### config.mk
export PLATFORM = sky130hd
export DESIGN_NAME = alu_issue_fifo_flat
export DESIGN_NICKNAME = d
export VERILOG_FILES = /design/src/rtl/alu_issue_fifo_if.sv /design/src/rtl/alu_issue_fifo.sv /design/src/flat_wrapper.sv
export SDC_FILE = /design/constraint.sdc
export NUM_CORES = 1
export LEC_CHECK = 0
export BUFFER_PORTS_ARGS = -buffer_cell sky130_fd_sc_hd__buf_2
export CELL_PAD_IN_SITES_DETAIL_PLACEMENT = 0
export CELL_PAD_IN_SITES_GLOBAL_PLACEMENT = 1
export CORE_MARGIN = 2
export CORE_UTILIZATION = 45
export DETAILED_ROUTE_END_ITERATION = 10
export PLACE_DENSITY_LB_ADDON = 0.1
export SYNTH_ARGS = -nofsm -noshare
export SYNTH_HDL_FRONTEND = slang
export SYNTH_SLANG_ARGS = --single-unit
### constraint.sdc
create_clock -name clk -period 2.5 [get_ports clk]
set_input_delay 0.25 -clock clk [delete_from_list [all_inputs] [get_ports clk]]
set_output_delay 0.25 -clock clk [all_outputs]
set_load 0.1 [all_outputs]
### src/rtl/alu_issue_fifo_if.sv
// Request/response bundle between the producer, alu_issue_fifo and the downstream ALU.
// Carries the producer-side request, the ALU-side head entry and the occupancy count.
interface alu_issue_fifo_if #(
  parameter int WIDTH = 32,
  parameter int DEPTH = 4
);
  localparam int CNT_W = $clog2(DEPTH + 1);

  logic [WIDTH-1:0] a_in;
  logic [WIDTH-1:0] b_in;
  logic             op_in;
  logic             valid_in;
  logic             ready_out;

  logic [WIDTH-1:0] a_out;
  logic [WIDTH-1:0] b_out;
  logic             op_out;
  logic             valid_out;
  logic             ready_in;

  logic [CNT_W-1:0] count;

  // Handshake: a transfer happens on a posedge where valid and ready are both high.
  // Valid never waits on ready, and a raised valid holds its payload stable until the
  // transfer. The FIFO's ready_out/valid_out come only from registered state.
  modport master (
    output a_in, b_in, op_in, valid_in, ready_in,
    input  ready_out, a_out, b_out, op_out, valid_out, count
  );

  modport slave (
    input  a_in, b_in, op_in, valid_in, ready_in,
    output ready_out, a_out, b_out, op_out, valid_out, count
  );
endinterface

### src/rtl/alu_issue_fifo.sv
// Elastic in-order request queue in front of the ready/valid ALU.
// Holds {op, a, b}; all handshake outputs come from registered state, no bypass path.
module alu_issue_fifo #(
  parameter int WIDTH = 32,
  parameter int DEPTH = 4
) (
  input  logic                  clk,
  input  logic                  reset,
  alu_issue_fifo_if.slave       bus
);

  localparam int PTR_W = (DEPTH > 1) ? $clog2(DEPTH) : 1;
  localparam int CNT_W = $clog2(DEPTH + 1);
  localparam logic [CNT_W-1:0] FULL_CNT = CNT_W'(DEPTH);
  localparam logic [CNT_W-1:0] ONE_CNT  = CNT_W'(1);
  localparam logic [PTR_W-1:0] ONE_PTR  = PTR_W'(1);

  typedef struct packed {
    logic             op;
    logic [WIDTH-1:0] a;
    logic [WIDTH-1:0] b;
  } entry_t;

  entry_t           mem [DEPTH];
  logic [PTR_W-1:0] wr_ptr;
  logic [PTR_W-1:0] rd_ptr;
  logic [CNT_W-1:0] count_q;

  logic   full;
  logic   empty;
  logic   push;
  logic   pop;
  entry_t wr_entry;
  entry_t head;

  assign full  = (count_q == FULL_CNT);
  assign empty = (count_q == '0);

  // Full refuses the push even when the ALU drains in the same cycle, which keeps
  // ready_in off the combinational cone of ready_out.
  assign push = bus.valid_in && !full;
  assign pop  = !empty && bus.ready_in;

  assign wr_entry = '{op: bus.op_in, a: bus.a_in, b: bus.b_in};
  assign head     = mem[rd_ptr];

  always_ff @(posedge clk or negedge reset) begin
    if (!reset) begin
      for (int i = 0; i < DEPTH; i++) begin
        mem[i] <= '0;
      end
    end else if (push) begin
      mem[wr_ptr] <= wr_entry;
    end
  end

  // DEPTH is a power of two, so natural pointer overflow is the modulo wrap.
  always_ff @(posedge clk or negedge reset) begin
    if (!reset) begin
      wr_ptr <= '0;
      rd_ptr <= '0;
    end else begin
      if (push) begin
        wr_ptr <= wr_ptr + ONE_PTR;
      end
      if (pop) begin
        rd_ptr <= rd_ptr + ONE_PTR;
      end
    end
  end

  always_ff @(posedge clk or negedge reset) begin
    if (!reset) begin
      count_q <= '0;
    end else begin
      unique case ({push, pop})
        2'b10:   count_q <= count_q + ONE_CNT;
        2'b01:   count_q <= count_q - ONE_CNT;
        default: count_q <= count_q;
      endcase
    end
  end

  assign bus.ready_out = !full;
  assign bus.valid_out = !empty;
  assign bus.a_out     = head.a;
  assign bus.b_out     = head.b;
  assign bus.op_out    = head.op;
  assign bus.count     = count_q;

endmodule

### src/flat_wrapper.sv
// flat-port wrapper written by rule: the top's interface ports become plain ports
module alu_issue_fifo_flat 
#(
  parameter int WIDTH = 32,
  parameter int DEPTH = 4
)
  (clk, reset, bus_a_in, bus_b_in, bus_op_in, bus_valid_in, bus_ready_in, bus_ready_out, bus_a_out, bus_b_out, bus_op_out, bus_valid_out, bus_count);
  alu_issue_fifo_if #(.WIDTH(WIDTH), .DEPTH(DEPTH)) bus_i ();
  input  logic clk;
  input  logic reset;
  input wire logic [$bits(bus_i.a_in)-1:0] bus_a_in;
  input wire logic [$bits(bus_i.b_in)-1:0] bus_b_in;
  input wire logic [$bits(bus_i.op_in)-1:0] bus_op_in;
  input wire logic [$bits(bus_i.valid_in)-1:0] bus_valid_in;
  input wire logic [$bits(bus_i.ready_in)-1:0] bus_ready_in;
  output wire logic [$bits(bus_i.ready_out)-1:0] bus_ready_out;
  output wire logic [$bits(bus_i.a_out)-1:0] bus_a_out;
  output wire logic [$bits(bus_i.b_out)-1:0] bus_b_out;
  output wire logic [$bits(bus_i.op_out)-1:0] bus_op_out;
  output wire logic [$bits(bus_i.valid_out)-1:0] bus_valid_out;
  output wire logic [$bits(bus_i.count)-1:0] bus_count;
  assign bus_i.a_in = bus_a_in;
  assign bus_i.b_in = bus_b_in;
  assign bus_i.op_in = bus_op_in;
  assign bus_i.valid_in = bus_valid_in;
  assign bus_i.ready_in = bus_ready_in;
  assign bus_ready_out = bus_i.ready_out;
  assign bus_a_out = bus_i.a_out;
  assign bus_b_out = bus_i.b_out;
  assign bus_op_out = bus_i.op_out;
  assign bus_valid_out = bus_i.valid_out;
  assign bus_count = bus_i.count;
  alu_issue_fifo #(.WIDTH(WIDTH), .DEPTH(DEPTH)) u_core (.clk(clk), .reset(reset), .bus(bus_i));
endmodule
==> reports/qor_table.md, run 1 <==
| Parameter | Reported |
| --- | --- |
| Number of iterations in the first detailed-routing pass | 4 |
| I/O pin count | 139 |
| Average footprint of a synthesized cell | 19.0 um^2 |
| Yosys top cell area share | 52.8% |
| Compound-cell area share of the yosys netlist | 0.0692% |
| Maximum number of pins on one net before global-route repair | 62 |
| Setup slack after layout | 0.0728 ns |
| FFs w/ async S/R, synth | 100% |
| Clock tree buffer depth | 3 |
| Synth unique cells | 20 |
| Via density per instance | 5.19 |
| Adder-cell share of the synthesized area | 0.653% |
| Kind of start point of the critical path | flip-flop |
| Starting density of the core | 45.7% |
| Largest family of logic cells by synthesized area | multiplexers |
| NumNets Final | 961 |
| Crit path buf inv count | 3 |
| Startpoint of the most critical hold path | bus_b_in[29] |
| Floorplan row count | 61 |
| Filler-free cell count of the finished design | 1279 |
| Path class of the lowest-slack min-delay path | in -> reg |
| Total overflow reported by the global router | 0 |
| Worst-case headroom to the max-slew limit | 53.9% |
| Post-route DRC | 0 |
| Placeable core region | 0.0277 mm^2 |
| Synthesized Nets | 740 |
| Clock-pin slew on the worst setup and hold paths | 0.06 ns |
| Most frequent cell after synthesis | dfrtp_1 |
| Worst Hold Path Cells | 2 |
| Number of buffers added by the clock tree synthesis step | 29 |
| Number of cell instances on the worst register-to-register path | 8 |
| Commonest cells in the netlist | 267 x dfrtp_1, 200 x mux2_4, 65 x mux4_2 |
| Clock H-tree levels | 1 |
| Antenna violations before repair | 1 |
| Clock tree root buffer cell | clkbuf_16 |
| Transition time of the tightest slew-check pin | 0.691 ns |
| Path length in cells of the critical path | 4 |
| Total wirelength of the detailed-routed design | 27200 um |
| TritonCTS clock tree | yes |
| Relative area change from synthesis to final layout | 20.8% |
| Critical-path cell with the highest stage delay | mux4_2 |
| R2R Setup Slk | 0.23 ns |
| Final-layout setup total negative slack | 0 ns |
| Latest clock arrival within the worst-skew pair | 0.53 ns |
| Crit path max-delay family | buffers and inverters |
| Post-synthesis share of cell area spent on xor and xnor gates | 0.415% |
| Clock skew | 0.00628 ns |
| Flip-flop cell with the highest count after synthesis | dfrtp_1 |
| Run status | finished clean |
| Capturing element type of the critical path | primary output |
| Area used by sequential logic in the layout | 0.00670 mm^2 |
| Crit. Startpoint | u_core.rd_ptr[0] |
| Ordered list of cells on the worst path | buf_4, buf_12, mux4_2, buf_2 |
| Wire length of the first global-routing pass | 43600 um |
| Unrepaired setup endpoints after global routing | no |
| Area of the multi-input gates | 0.00538 mm^2 |
| Post-synth EDFFs | 0 |
| Placed cells | 1161 |
| All-layer global routing usage | 19.0% |
| Die boundary width | 172 um |
| Number of sinks on the clock net | 267 |
| Buffers on Ports | 138 |
| Number of DRC markers after the initial detailed-route iteration | 269 |
| Antenna Nets Post-Route | 0 |
| Dpl ws | 0.253 ns |
| Sequential share of the synthesized area | 52.8% |
| Slowest Stage Delay on Critical Path | 0.51 ns |
| Worst Path Class, Setup | reg -> out |
| Via count | 6632 |
| Crit path required time | 2.25 ns |
| Multiplexer share of the synthesized area | 40.8% |
| Placer's final routability congestion estimate | 0.729 |
| Arrival time of the worst setup path | 2.18 ns |
| Cells after synthesis | 665 |
| Share of final-layout standard cells stronger than drive strength 1 | 60.8% |
| Crit path max fanout | 9 |
| Synthesized cell area | 0.0126 mm^2 |
| Total number of yosys warnings | 0 |
| Maximum capacitance violations | 0 |
| Register bit count reported by yosys | 267 |
| Final Hold Viols | 0 |
| Final critical path time including I/O delays and setup | 2.43 ns |
| Synthesized-area fraction occupied by and/or/nand/nor cells | 0.564% |
| Final setup violating endpoints | 0 |
| Placed wire-length estimate after detailed placement | 16600 um |
| DIE HEIGHT | 172 um |
| Post-synthesis cell type with the largest combined area | dfrtp_1 |
| Top cells by area in the synthesized netlist | dfrtp_1 53%, mux2_4 24%, mux4_2 12% |
| DR WL/cell | 21.3 um |
| Floorplan die area | 0.0295 mm^2 |
| Worst Hold Slack | 0.0308 ns |
| Achievable frequency | 412 MHz |
| Final worst path period share | 97.1% |
| Launch instance of the worst register-to-register path | u_core.bus.count[1] |
| Count of filler cells inserted in the layout | 2203 |
| Count of pins over their slew limit | 0 |
| Vias in the first global route | 7704 |
## metrics by stage
step | util [%] | instance area, um^2
2_1_floorplan | - | 12700
4_1_cts | 55.1 | 15300
3_5_place_dp | 49.2 | 13600
5_1_grt | 55.1 | 15300
6_report | 55.1 | 15300
3_3_place_gp | 49.2 | 13600
## routing by layer
layer	global-route usage (%)	wire, um	vias up	part of all wire [%]
met2	33.3	13800	121	51
li1	-	-	2893	-
met4	3.68	495	0	1.8
met5	0	0	-	0
met3	3.50	1050	34	3.9
met1	24.9	11900	3584	44
## final timing paths
check                                            to
worst max-delay path                  bus_b_out[30]
worst min-delay path                 u_core.mem[29]
worst max register to register  u_core.bus.count[2]
worst min register to register        u_core.mem[8]
max in group asynchronous           u_core.mem[187]
min in group asynchronous            u_core.mem[24]
## placed cells by master (no fill, tap or decap), drive strengths merged, types with 2 or more instances in the layout
cell and count:
inv 5, ha 5, mux2 261, xnor2 3, dlygate4sd3 65, nand2 2
dfrtp 267, buf 165, xor2 3, clkbuf 47, mux4 65, and3 4
clkinv 2
## kinds of logic (layout without fill, tap and decap cells)
family	count (synthesis)	count (layout)
AOI/OAI and AO/OA	1	1
DFF	267	267
adders and majority gates	6	6
other	0	1
and+or+nand+nor	9	9
muxes	327	327
xor gates and xnor gates	6	6
buffers and inverters	49	284
## timing repair
action	CTS	global route
pin swaps	0	0
endpoints found under the hold margin	298	0
hold buffers	65	0
setup buffers	7	0
endpoints found under the setup margin	55	5
gates resized for setup	0	6
## layout make-up
class,count,area share (%)
multi-input cells,349,35.2
flip-flops and latches,267,43.9
clock buffers,43,5.88
diodes,1,0.0164
clock inverters,2,0.0655
repair buffers,234,11.8
inverters,5,0.123
well taps,378,3.10
## registers in the layout (all words and copies together), names as in the netlist
name / flops
u_core.bus.count: 3
u_core.wr_ptr: 2
u_core.mem: 260
u_core.rd_ptr: 2
## worst reg2reg max path, stage by stage (launching register included)
cell and delay (ns):
dfrtp_4 0.49, or3b_1 0.47, nand2_1 0.17, ha_1 0.21
inv_1 0.06, fa_1 0.37, xor2_1 0.15, nor2_1 0.12
xor2_1 0.16
Power of run 1 is left out: the tool's default activity adds up to more than one toggle a clock period on the data nets, which glitch-free logic cannot reach.
==> run 2, diff against run 1 <==
- CELL_PAD_IN_SITES_DETAIL_PLACEMENT: 0 -> 1
- CORE_UTILIZATION: 45 -> 50
- CTS_BUF_LIST: default -> sky130_fd_sc_hd__clkbuf_16
==> reports/qor_table.md, run 2 (same netlist as run 1, synthesis figures left out) <==
| Parameter | Reported | Change |
| --- | --- | --- |
| Run status | finished clean | unchanged |
| Crit path buf inv count | 2 | was 3 |
| Number of buffers added by the clock tree synthesis step | 30 | was 29 |
| Path class of the lowest-slack min-delay path | in -> reg | unchanged |
| TritonCTS clock tree | yes | unchanged |
| Share of final-layout standard cells stronger than drive strength 1 | 59.9% | was 60.8% |
| Critical-path cell with the highest stage delay | dfrtp_2 | was mux4_2 |
| Crit path max-delay family | flip-flops | was buffers and inverters |
| Slowest Stage Delay on Critical Path | 0.63 ns | was 0.51 ns |
| Floorplan row count | 58 | was 61 |
| Die boundary width | 163 um | was 172 um |
| NumNets Final | 956 | was 961 |
| DIE HEIGHT | 163 um | was 172 um |
| Floorplan die area | 0.0266 mm^2 | was 0.0295 mm^2 |
| Arrival time of the worst setup path | 2.19 ns | was 2.18 ns |
| Number of iterations in the first detailed-routing pass | 4 | unchanged |
| Launch instance of the worst register-to-register path | u_core.bus.count[1] | unchanged |
| Crit path required time | 2.25 ns | about the same |
| Number of sinks on the clock net | 267 | unchanged |
| Count of filler cells inserted in the layout | 2237 | was 2203 |
| Wire length of the first global-routing pass | 46500 um | was 43600 um |
| Ordered list of cells on the worst path | buf_12, mux4_2, clkbuf_4 | was buf_4, buf_12, mux4_2, buf_2 |
| DR WL/cell | 23.4 um | was 21.3 um |
| Startpoint of the most critical hold path | bus_valid_in | was bus_b_in[29] |
| Kind of start point of the critical path | flip-flop | unchanged |
| Number of flip-flops in the largest register | 260 | unchanged |
| Worst Path Class, Setup | reg -> out | unchanged |
| Clock-pin slew on the worst setup and hold paths | 0.06 ns | about the same |
| Crit path max fanout | 32 | was 9 |
| Starting density of the core | 50.5% | was 45.7% |
| Worst-case headroom to the max-slew limit | 50.4% | was 53.9% |
| Vias in the first global route | 7952 | was 7704 |
| Top library cells by usage in the layout, fill and taps aside | 262 x dfrtp_1, 200 x mux2_4, 115 x buf_2 | was 262 x dfrtp_1, 200 x mux2_4, 132 x buf_2 |
| Via density per instance | 5.49 | was 5.19 |
| All-layer global routing usage | 22.4% | was 19.0% |
| Count of pins over their slew limit | 0 | unchanged |
| Total overflow reported by the global router | 0 | unchanged |
| Final Hold Viols | 0 | unchanged |
| Relative area change from synthesis to final layout | 20.7% | was 20.8% |
| Post-route DRC | 0 | unchanged |
| Most common library cell in the layout ignoring fill and taps | dfrtp_1 | unchanged |
| Capturing element type of the critical path | primary output | unchanged |
| R2R Setup Slk | 0.21 ns | was 0.23 ns |
| Antenna violations before repair | 1 | unchanged |
| Register with the highest flop count | u_core.mem | unchanged |
| Placeable core region | 0.0250 mm^2 | was 0.0277 mm^2 |
| Crit. Startpoint | u_core.rd_ptr[1] | was u_core.rd_ptr[0] |
| Clock tree root buffer cell | clkbuf_16 | unchanged |
| Maximum capacitance violations | 0 | unchanged |
| Final worst path period share | 97.6% | was 97.1% |
| I/O pin count | 139 | unchanged |
| Via count | 6783 | was 6632 |
| Clock skew | 0.0104 ns | was 0.00628 ns |
| Final design utilization | 61.0% | was 55.1% |
| Total wirelength of the detailed-routed design | 28900 um | was 27200 um |
| Area used by sequential logic in the layout | 0.00670 mm^2 | about the same |
| Clock tree buffer depth | 3 | unchanged |
| Transition time of the tightest slew-check pin | 0.744 ns | was 0.691 ns |
| Area of the multi-input gates | 0.00538 mm^2 | unchanged |
| Placed wire-length estimate after detailed placement | 18000 um | was 16600 um |
| Final critical path time including I/O delays and setup | 2.44 ns | was 2.43 ns |
| Latest clock arrival within the worst-skew pair | 0.54 ns | was 0.53 ns |
| Antenna Nets Post-Route | 0 | unchanged |
| Clock H-tree levels | 1 | unchanged |
| Unrepaired setup endpoints after global routing | yes | was no |
| Buffers on Ports | 138 | unchanged |
| Number of DRC markers after the initial detailed-route iteration | 293 | was 269 |
| Placer's final routability congestion estimate | 0.752 | was 0.729 |
| Final setup violating endpoints | 0 | unchanged |
| Maximum number of pins on one net before global-route repair | 94 | was 62 |
| Achievable frequency | 410 MHz | was 412 MHz |
run 2: cell types whose count changed in the layout (fill, tap and decap cells not counted), sizes merged:
cell | previous run | this run
dlygate4sd3 | 65 | 66
clkinv | 2 | 17
buf | 165 | 141
bufinv | 0 | 4
clkbuf | 47 | 52
inv | 5 | 9
run 2: worst reg2reg max path: cells and delay by family (launching register included):
family                     cells  cell delay (ns)
DFF                            1             0.49
xor gates and xnor gates       2             0.30
buffers and inverters          1             0.07
and+or+nand+nor                3             0.78
adders and majority gates      2             0.59
run 2: layout make-up:
type,count,area share (%)
diodes,1,0.0164
well taps,330,2.70
clock inverters,25,1.43
inverters,5,0.123
multi-input cells,349,35.2
repair buffers,228,11.5
clock buffers,31,5.08
flip-flops and latches,267,43.9
run 2: metal layers:
layer  up-vias  track usage [%]  share of wire [%]
li1       2903                -                  -
met1      3710             30.4                 44
met2       133             38.3                 51
met3        37             3.56                3.5
met4         0             5.23                1.8
met5         -                0                  0
run 2: final timing paths:
path,end,cells past startpoint
setup / recovery,bus_a_out[30],3
hold / removal,u_core.wr_ptr[0],3
setup reg to reg,u_core.bus.count[2],8
hold reg to reg,u_core.mem[100],1
max in group asynchronous,u_core.mem[208],3
min in group asynchronous,u_core.mem[26],2
run 2: through the flow:
step | instances | hold slack (ns) | cell area (um^2) | worst slack (ns) | setup TNS (ns)
after floorplan | 665 | -0.0456 | 12700 | 0.0213 | 0
after global placement | 1112 | 0.322 | 13500 | 0.287 | 0
after detailed placement | 1112 | 0.331 | 13500 | 0.221 | 0
after CTS | 1235 | 0.0707 | 15200 | 0.0105 | 0
after global routing | 1236 | 0.112 | 15300 | -0.0214 | -0.131
final | 1236 | 0.0942 | 15300 | 0.0609 | 0
run 2: timing repair:
action | CTS | global route
hold endpoints to repair | 335 | 0
gates cloned | 0 | 0
gates resized for setup | 1 | 21
setup endpoints to repair | 57 | 30
hold buffers | 66 | 0
buffers inserted | 1 | 0
Power of run 2 is left out for the same reason.
==> run 3, diff against run 2 <==
- clock period: 2.5 -> 2.34 ns (I/O delays scaled with it)
==> reports/qor_table.md, run 3 (same netlist as run 1, synthesis figures left out) <==
| Parameter | Reported | Change |
| --- | --- | --- |
| Worst-case headroom to the max-slew limit | 64.1% | was 50.4% |
| Most common library cell in the layout ignoring fill and taps | dfrtp_1 | unchanged |
| Failing checks | setup timing |  |
| Placed wire-length estimate after detailed placement | 17400 um | was 18000 um |
| Final worst path period share | 100% |  |
| Achievable frequency | 427 MHz |  |
| Latest clock arrival within the worst-skew pair | 0.55 ns | was 0.54 ns |
| Via count | 6790 | was 6783 |
| Capturing element type of the critical path | primary output | unchanged |
| TritonCTS clock tree | yes | unchanged |
| Wire length of the first global-routing pass | 47400 um | was 46500 um |
| Maximum capacitance violations | 0 | unchanged |
| Register with the highest flop count | u_core.mem | unchanged |
| Via density per instance | 5.49 | about the same |
| Count of pins over their slew limit | 0 | unchanged |
| Clock-pin slew on the worst setup and hold paths | 0.06 ns | about the same |
| Number of cell instances on the worst register-to-register path | 8 | unchanged |
| Antenna violations before repair | 1 | unchanged |
| Share of final-layout standard cells stronger than drive strength 1 | 59.9% | unchanged |
| Crit path max fanout | 17 | was 32 |
| Slowest Stage Delay on Critical Path | 0.55 ns | was 0.63 ns |
| Relative area change from synthesis to final layout | 26.6% | was 20.7% |
| Number of iterations in the first detailed-routing pass | 4 | unchanged |
| Setup slack after layout | -0.00395 ns | was 0.0609 ns |
| Clock tree root buffer cell | clkbuf_16 | unchanged |
| Number of flip-flops in the largest register | 260 | unchanged |
| R2R Setup Slk | 0.20 ns | was 0.21 ns |
| Crit. Startpoint | u_core.rd_ptr[0] | was u_core.rd_ptr[1] |
| Crit path max-delay family | multiplexers | was flip-flops |
| Final Hold Viols | 0 | unchanged |
| Number of DRC markers after the initial detailed-route iteration | 346 | was 293 |
| NumNets Final | 957 | was 956 |
| I/O pin count | 139 | unchanged |
| Critical-path cell with the highest stage delay | mux4_2 | was dfrtp_2 |
| DIE HEIGHT | 163 um | unchanged |
| Total wirelength of the detailed-routed design | 29400 um | was 28900 um |
| Antenna Nets Post-Route | 0 | unchanged |
| Floorplan row count | 58 | unchanged |
| Arrival time of the worst setup path | 2.11 ns | was 2.19 ns |
| Placeable core region | 0.0250 mm^2 | unchanged |
| Count of filler cells inserted in the layout | 2118 | was 2237 |
| Clock tree buffer depth | 3 | unchanged |
| Clock skew | 0.0125 ns | was 0.0104 ns |
| Worst reg2reg path endpoint | u_core.bus.count[2] | unchanged |
| Kind of start point of the critical path | flip-flop | unchanged |
| Buffers on Ports | 138 | unchanged |
| Number of sinks on the clock net | 267 | unchanged |
| Die boundary width | 163 um | unchanged |
| Starting density of the core | 50.5% | unchanged |
| Total overflow reported by the global router | 0 | unchanged |
| Maximum number of pins on one net before global-route repair | 71 | was 94 |
| Floorplan die area | 0.0266 mm^2 | unchanged |
| Ordered list of cells on the worst path | buf_12, buf_16, mux4_2, buf_6 | was buf_12, mux4_2, clkbuf_4 |
| Crit path buf inv count | 3 | was 2 |
| Termination of the worst setup path | bus_b_out[20] | was bus_a_out[30] |
| Worst Hold Slack | 0.156 ns | was 0.0942 ns |
| Launch instance of the worst register-to-register path | u_core.bus.count[0] | was u_core.bus.count[1] |
| Clock H-tree levels | 1 | unchanged |
| Crit path required time | 2.11 ns | was 2.25 ns |
| DR WL/cell | 23.8 um | was 23.4 um |
| Placer's final routability congestion estimate | 0.739 | was 0.752 |
| Unrepaired setup endpoints after global routing | yes | unchanged |
| All-layer global routing usage | 22.9% | was 22.4% |
| Worst Path Class, Setup | reg -> out | unchanged |
| Transition time of the tightest slew-check pin | 0.539 ns | was 0.744 ns |
| Post-route DRC | 0 | unchanged |
| Vias in the first global route | 8171 | was 7952 |
| Path class of the lowest-slack min-delay path | in -> reg | unchanged |
| Top library cells by usage in the layout, fill and taps aside | 262 x dfrtp_1, 200 x mux2_4, 72 x buf_2 | was 262 x dfrtp_1, 200 x mux2_4, 115 x buf_2 |
| Run status | finished with violations | was finished clean |
| Number of buffers added by the clock tree synthesis step | 30 | unchanged |
| Path length in cells of the critical path | 4 | was 3 |
| Final critical path time including I/O delays and setup | 2.34 ns |  |
| Final setup violating endpoints | 1 | was 0 |
-- run 3: changes by cell type in the layout (fill, tap and decap cells not counted), sizes merged --
cell         before  now
clkbuf           52   31
inv               9   11
clkinv           17   14
buf             141  161
bufbuf            0    1
dlygate4sd3      66   67
-- run 3: routing by layer --
| metal | global-route usage (%) | share of wire (%) |
|---|---|---|
| met2 | 39.8 | 51 |
| met3 | 4.32 | 4.2 |
| met1 | 30.2 | 42 |
| met4 | 4.75 | 2.1 |
| met5 | 0 | 0 |
-- run 3: cell type report --
cell class	instances	area, um^2	share of cell area (%)
clock buffer	31	776	4.84
antenna	1	2.50	0.0156
inverter	5	18.8	0.117
multi-input combinational	349	5410	33.8
sequential	267	6700	41.8
clock inverter	24	204	1.27
timing repair buffer	229	2490	15.5
tap	330	413	2.58
-- run 3: timing repair --
action                     4_1_cts  5_1_grt
setup endpoints to repair       65       61
buffers inserted                 4        0
hold endpoints to repair       321        0
hold buffers                    67        0
gates resized for setup         67       12
cloned                           2        0
-- run 3: worst min path at each step --
stage | from | endpoint | cells after the start
floorplan | reset | u_core.mem[0] | 0
global placement | reset | u_core.mem[154] | 1
detailed placement | reset | u_core.mem[154] | 1
CTS | bus_ready_in | u_core.rd_ptr[0] | 3
global route | bus_ready_in | u_core.rd_ptr[0] | 3
finish | bus_ready_in | u_core.rd_ptr[0] | 3
-- run 3: metrics by stage --
| stage | utilization [%] | setup WS (ns) | cells | instance area (um^2) | setup TNS, ns |
|---|---|---|---|---|---|
| 3_3_place_gp | 55.9 | 0.240 | 1107 | 14000 | 0 |
| 6_report | 64.0 | -0.00395 | 1236 | 16000 | -0.00395 |
| 5_1_grt | 64.0 | -0.0619 | 1236 | 16000 | -2.26 |
| 4_1_cts | 63.8 | -0.0325 | 1235 | 16000 | -0.717 |
| 3_5_place_dp | 55.9 | 0.202 | 1107 | 14000 | 0 |
| 2_1_floorplan | - | 0.00396 | 665 | 12700 | 0 |
-- run 3: worst register-to-register path, delay by kind of cell, from the launching register on --
family | cells | cell delay, ns
buf+inv | 1 | 0.05
simple gates | 3 | 0.71
fa+ha+maj | 2 | 0.50
xor+xnor | 2 | 0.31
flops | 1 | 0.50
Power of run 3 is left out for the same reason.
